$ cat src/rtl/datapath_pkg.sv
// datapath_pkg -- shared datapath sizing for the register file slice.
//
// Provides the default register width, address width, register count and
// the index of the hardwired zero register. Consumers take these as
// parameter defaults so a narrower/wider build only needs new overrides.
package datapath_pkg;

  localparam int DATA_WIDTH = 32;
  localparam int ADDR_WIDTH = 5;
  localparam int REG_COUNT  = 32;
  localparam int ZERO_REG   = 0;

endpackage

$ cat src/rtl/reg_file_read_port.sv
// reg_file_read_port -- one combinational read port of the register file.
//
// Selects the addressed register from the storage array, forces the zero
// register to read 0, and (when built with REG_FILE_BYPASS_EN) forwards
// the write data of a same-cycle write to the same register.
//
// Build option:
//   REG_FILE_BYPASS_EN  defined -> write-before-read forwarding enabled
//                       undefined -> read shows stored value until the edge
//
// Ports:
//   regs     in   storage array (2**ADDR_WIDTH x DATA_WIDTH)
//   addr     in   read address
//   rst      in   reset; suppresses forwarding while high
//   wr_en    in   write enable of the shared write port
//   wr_addr  in   write address of the shared write port
//   wr_data  in   write data of the shared write port
//   rd_data  out  read data, zero cycles from addr change
module reg_file_read_port
  import datapath_pkg::*;
#(
  parameter int DATA_WIDTH = datapath_pkg::DATA_WIDTH,
  parameter int ADDR_WIDTH = datapath_pkg::ADDR_WIDTH
) (
  input  logic [DATA_WIDTH-1:0] regs [2**ADDR_WIDTH],
  input  logic [ADDR_WIDTH-1:0] addr,
  input  logic                  rst,
  input  logic                  wr_en,
  input  logic [ADDR_WIDTH-1:0] wr_addr,
  input  logic [DATA_WIDTH-1:0] wr_data,
  output logic [DATA_WIDTH-1:0] rd_data
);

`ifdef REG_FILE_BYPASS_EN
  localparam bit BYPASS = 1'b1;
`else
  localparam bit BYPASS = 1'b0;
`endif

  localparam logic [ADDR_WIDTH-1:0] ZERO_ADDR = ADDR_WIDTH'(ZERO_REG);

  logic byp_hit;

  // Forward only a write that will actually land at the next edge:
  // enabled, not overridden by reset, and not aimed at the zero register.
  assign byp_hit = wr_en && !rst && (wr_addr == addr) && (wr_addr != ZERO_ADDR);

  always_comb begin
    rd_data = regs[addr];
    if (addr == ZERO_ADDR) begin
      rd_data = '0;
    end else if (BYPASS && byp_hit) begin
      rd_data = wr_data;
    end
  end

endmodule

$ cat src/rtl/reg_file_32x32.sv
// reg_file_32x32 -- 2-read / 1-write register file with hardwired zero reg.
//
// Build option:
//   REG_FILE_BYPASS_EN  defined -> same-cycle write data forwarded to reads
//
// Ports:
//   Clk        in   clock, all state updates on rising edge
//   Rst        in   synchronous active-high reset, clears every register
//   ReadReg1   in   read port 1 address (rs)
//   ReadReg2   in   read port 2 address (rt)
//   WriteReg   in   write address (RegDst mux output)
//   WriteData  in   writeback data
//   RegWrite   in   write enable
//   ReadData1  out  read port 1 data (combinational)
//   ReadData2  out  read port 2 data (combinational)
module reg_file_32x32
  import datapath_pkg::*;
#(
  parameter int DATA_WIDTH = datapath_pkg::DATA_WIDTH,
  parameter int ADDR_WIDTH = datapath_pkg::ADDR_WIDTH
) (
  input  logic                  Clk,
  input  logic                  Rst,
  input  logic [ADDR_WIDTH-1:0] ReadReg1,
  input  logic [ADDR_WIDTH-1:0] ReadReg2,
  input  logic [ADDR_WIDTH-1:0] WriteReg,
  input  logic [DATA_WIDTH-1:0] WriteData,
  input  logic                  RegWrite,
  output logic [DATA_WIDTH-1:0] ReadData1,
  output logic [DATA_WIDTH-1:0] ReadData2
);

  localparam int NUM_REGS = 2**ADDR_WIDTH;
  localparam logic [ADDR_WIDTH-1:0] ZERO_ADDR = ADDR_WIDTH'(ZERO_REG);

  logic [DATA_WIDTH-1:0] regs [NUM_REGS];

  // Reset wins over a coincident write. The zero register is never
  // written, so after the first reset it holds 0; the read ports force 0
  // for it anyway so it reads correctly even before any reset.
  always_ff @(posedge Clk) begin
    if (Rst) begin
      for (int i = 0; i < NUM_REGS; i++) begin
        regs[i] <= '0;
      end
    end else if (RegWrite && (WriteReg != ZERO_ADDR)) begin
      regs[WriteReg] <= WriteData;
    end
  end

  reg_file_read_port #(
    .DATA_WIDTH (DATA_WIDTH),
    .ADDR_WIDTH (ADDR_WIDTH)
  ) u_rd_port1 (
    .regs    (regs),
    .addr    (ReadReg1),
    .rst     (Rst),
    .wr_en   (RegWrite),
    .wr_addr (WriteReg),
    .wr_data (WriteData),
    .rd_data (ReadData1)
  );

  reg_file_read_port #(
    .DATA_WIDTH (DATA_WIDTH),
    .ADDR_WIDTH (ADDR_WIDTH)
  ) u_rd_port2 (
    .regs    (regs),
    .addr    (ReadReg2),
    .rst     (Rst),
    .wr_en   (RegWrite),
    .wr_addr (WriteReg),
    .wr_data (WriteData),
    .rd_data (ReadData2)
  );

endmodule

$ cat config.mk
export PLATFORM = sky130hd
export DESIGN_NAME = reg_file_32x32
export DESIGN_NICKNAME = d
export VERILOG_FILES = /design/src/rtl/datapath_pkg.sv /design/src/rtl/reg_file_read_port.sv /design/src/rtl/reg_file_32x32.sv
export SDC_FILE = /design/constraint.sdc
export NUM_CORES = 2
export LEC_CHECK = 0
export CAP_MARGIN = 20
export CORE_MARGIN = 2
export CORE_UTILIZATION = 50
export DETAILED_ROUTE_END_ITERATION = 8
export GPL_TIMING_DRIVEN = 0
export PLACE_DENSITY_LB_ADDON = 0.05
export SYNTH_ARGS = -nofsm -noshare
export SYNTH_HDL_FRONTEND = slang
export SYNTH_SLANG_ARGS = --single-unit
$ cat constraint.sdc
create_clock -name Clk -period 2.5 [get_ports Clk]
set_clock_uncertainty 0.15 [all_clocks]
set_input_delay 0.25 -clock Clk [delete_from_list [all_inputs] [get_ports Clk]]
set_output_delay 0.25 -clock Clk [all_outputs]
set_load 0.01 [all_outputs]
==> impl_metrics.json <==
{
  "outcome": "finished with violations",
  "violations": "setup timing",
  "p_int_w": 0.0279,
  "fp-row-count": 117,
  "grt_pass1_vias": 45947,
  "synth.distinct_cells": 41,
  "grt_first_pass_wirelength_um": 341000,
  "clock-sinks": 1024,
  "avgSynthCellArea_um2": 8.87,
  "synth_edf_count": 0,
  "maxCapViolCount": 0,
  "vias": 49471,
  "fin_crit_ns": 2.95,
  "largest_reg_flops": 1024,
  "fin_ws_ns": -0.450,
  "maxSlewViolCount": 0,
  "crit_type": "in2out",
  "seq_area_frac_synth": 0.396,
  "start_util": 0.506,
  "pwr-share-seq": 0.427,
  "antenna_found_initial": 8,
  "regMostFlops": "regs",
  "fin_tns_setup_ns": -19.40,
  "die_x_um": 326,
  "grt_max_degree": 16,
  "overflow": 0,
  "io_pins": 114,
  "reg_top3": "regs x1024",
  "synth_top_cell_area_share": 0.396,
  "period_share": 1.18,
  "io_buffers": 103,
  "worstPathArrival_ns": 2.55,
  "preCtsSetupSlack_ns": -2.55,
  "cts_made_buffers": 112,
  "yosysTopAreaCell": "dfxtp_1",
  "dp_hpwl_um": 188000,
  "antenna_left": 0,
  "synthesis.nets": 5884,
  "finalSetupViolCount": 106,
  "ys_top_cells_by_area": "dfxtp_1 40%, mux4_2 20%, nand2_1 15%",
  "clk_path_buf_depth": 3,
  "rsz0062_at_grt": "true",
  "dieArea_um2": 106000,
  "core-area_um2": 102000,
  "synthesis.area_um2": 51700,
  "pwr-share-comb": 0.116,
  "slew-limit-headroom": 0.215,
  "cts_tree": "built",
  "dr.pass1.iters": 8,
  "worst_hold_path_type": "in2reg",
  "final_core_util": 0.604,
  "root_buffer": "clkbuf_16",
  "routedWlPerCell_um": 32.7,
  "die_h_um": 326,
  "synth-async-reset-ratio": 0,
  "fin_area_um2": 61700,
  "wl_um": 247000,
  "htreeDepth": 3,
  "p_sw_w": 0.0108,
  "cp_data_required_time_ns": 2.10,
  "nets": 6126,
  "cp-end-kind": "output port",
  "yosysWarnings": 0,
  "grt_use_total": 0.452,
  "drc": 0,
  "place_area_um2": 54600,
  "ys_seq_elements": 1024,
  "viasPerCell": 6.56,
  "drtIter0Drc": 7363,
  "place_congestion": 1.04,
  "clk-insertion-delay-late_ns": 0.76,
  "hold_violations": 0,
  "drive_gt1_frac": 0.241,
  "clkTransAtPathRegs_ns": 0.06,
  "irDropWorstVdd_uv": 573,
  "synth_cells": 5834,
  "p_sw_frac": 0.279,
  "synthFlopType": "dfxtp_1",
  "leakage_nw": 19.9,
  "area_growth_syn_to_layout_pct": 19.4,
  "cp_max_fo": 10,
  "powerDensity_nw_per_um2": 627,
  "start_kind": "input pin",
  "p_clk_frac": 0.457,
  "fmax_mhz": 339,
  "tightest_slew_ns": 1.18
}
[kinds of logic (layout without fill, tap and decap cells)]
group,after synthesis,in the layout,share of synthesized area
buffers and inverters,624,961,0.0553
DFF,1024,1024,0.396
other,0,7,0
AOI/OAI and AO/OA,1324,1324,0.144
and+or+nand+nor,2190,2190,0.166
muxes,672,672,0.239
[cells in the mapped netlist (20+ instances only)]
cell type / number
a211oi_1: 32
a21oi_1: 992
a221o_1: 32
a221oi_1: 44
a22oi_1: 64
a311oi_1: 32
a31oi_1: 32
buf_1: 36
buf_2: 122
buf_4: 46
clkbuf_1: 397
dfxtp_1: 1024
mux2_2: 32
mux2i_1: 192
mux4_2: 448
nand2_1: 2050
nor2_1: 27
nor2b_1: 71
o2111ai_1: 20
o21ai_0: 56
o21ai_1: 20
[worst paths after layout]
kind,from,endpoint,slack (ns),cells past startpoint
max,ReadReg2[2],ReadData2[0],-0.45,8
min reg2reg,regs[947],regs[947],0.31,2
min,WriteData[5],regs[5],0.15,3
max reg2reg,regs[256],regs[256],1.56,2
[stage by stage]
step / hold slack [ns] / std cells / power (W)
finish: 0.152 / 7546 / 0.0387
floorplan: 0.236 / 5834 / 0.0188
detailed placement: 0.306 / 7311 / 0.0207
global placement: 0.299 / 7305 / 0.0207
CTS: 0.137 / 7526 / 0.0383
global route: 0.213 / 7541 / 0.0393
[what timing repair did]
item | CTS | global route
hold endpoints to repair | 0 | 0
resized for setup | 993 | 218
hold buffers | 0 | 0
setup endpoints to repair | 154 | 410
setup buffers | 7 | 9
pin swaps | 111 | 67
gates cloned | 1 | 0
[cell usage in the layout, fill, tap and decap left out, types with 38 or more instances in the layout]
cell	synthesis	routed
nand2_1	2050	2050
a21oi_1	992	992
dfxtp_1	1024	827
mux4_2	448	448
clkbuf_1	397	357
dfxtp_2	0	195
mux2i_1	192	158
buf_2	122	122
clkbuf_16	0	116
buf_4	46	62
buf_6	16	49
nor2b_1	71	43
a22oi_2	0	39
o21ai_1	20	38
[power by group through the flow]
stage	clock network (W)	registers (W)	logic, W
after floorplan	0	0.0168	0.00196
after global placement	0	0.0169	0.00378
after detailed placement	0	0.0169	0.00382
after CTS	0.0176	0.0165	0.00418
after global routing	0.0183	0.0165	0.00447
final	0.0177	0.0165	0.00448
[per-layer routing]
metal	share of wire	track usage	wire length, um	vias to the layer above
met2	0.43	0.666	106000	3617
met5	0.0012	0	297	-
met4	0.085	0.328	20900	13
met1	0.36	0.556	88400	24003
met3	0.13	0.148	31700	873
li1	-	-	-	20965
[final cells by class]
cell class / instances / area [um2]
Timing Repair Buffer: 131 / 1150
Antenna cell: 7 / 17.5
Clock buffer: 162 / 3200
Tap cell: 1368 / 1710
Fill cell: 9156 / 40400
Sequential cell: 1024 / 20800
Inverter: 2 / 7.51
Buffer: 619 / 3660
Multi-Input combinational cell: 4186 / 30600
Clock inverter: 47 / 603
[critical path, cell delays in order]
cell	delay, ns
buf_6	0.27
buf_6	0.20
clkbuf_2	0.30
buf_16	0.20
mux4_2	0.31
a22oi_2	0.48
a311oi_4	0.29
buf_2	0.22
No activity file was read; power rests on OpenSTA's default activity.
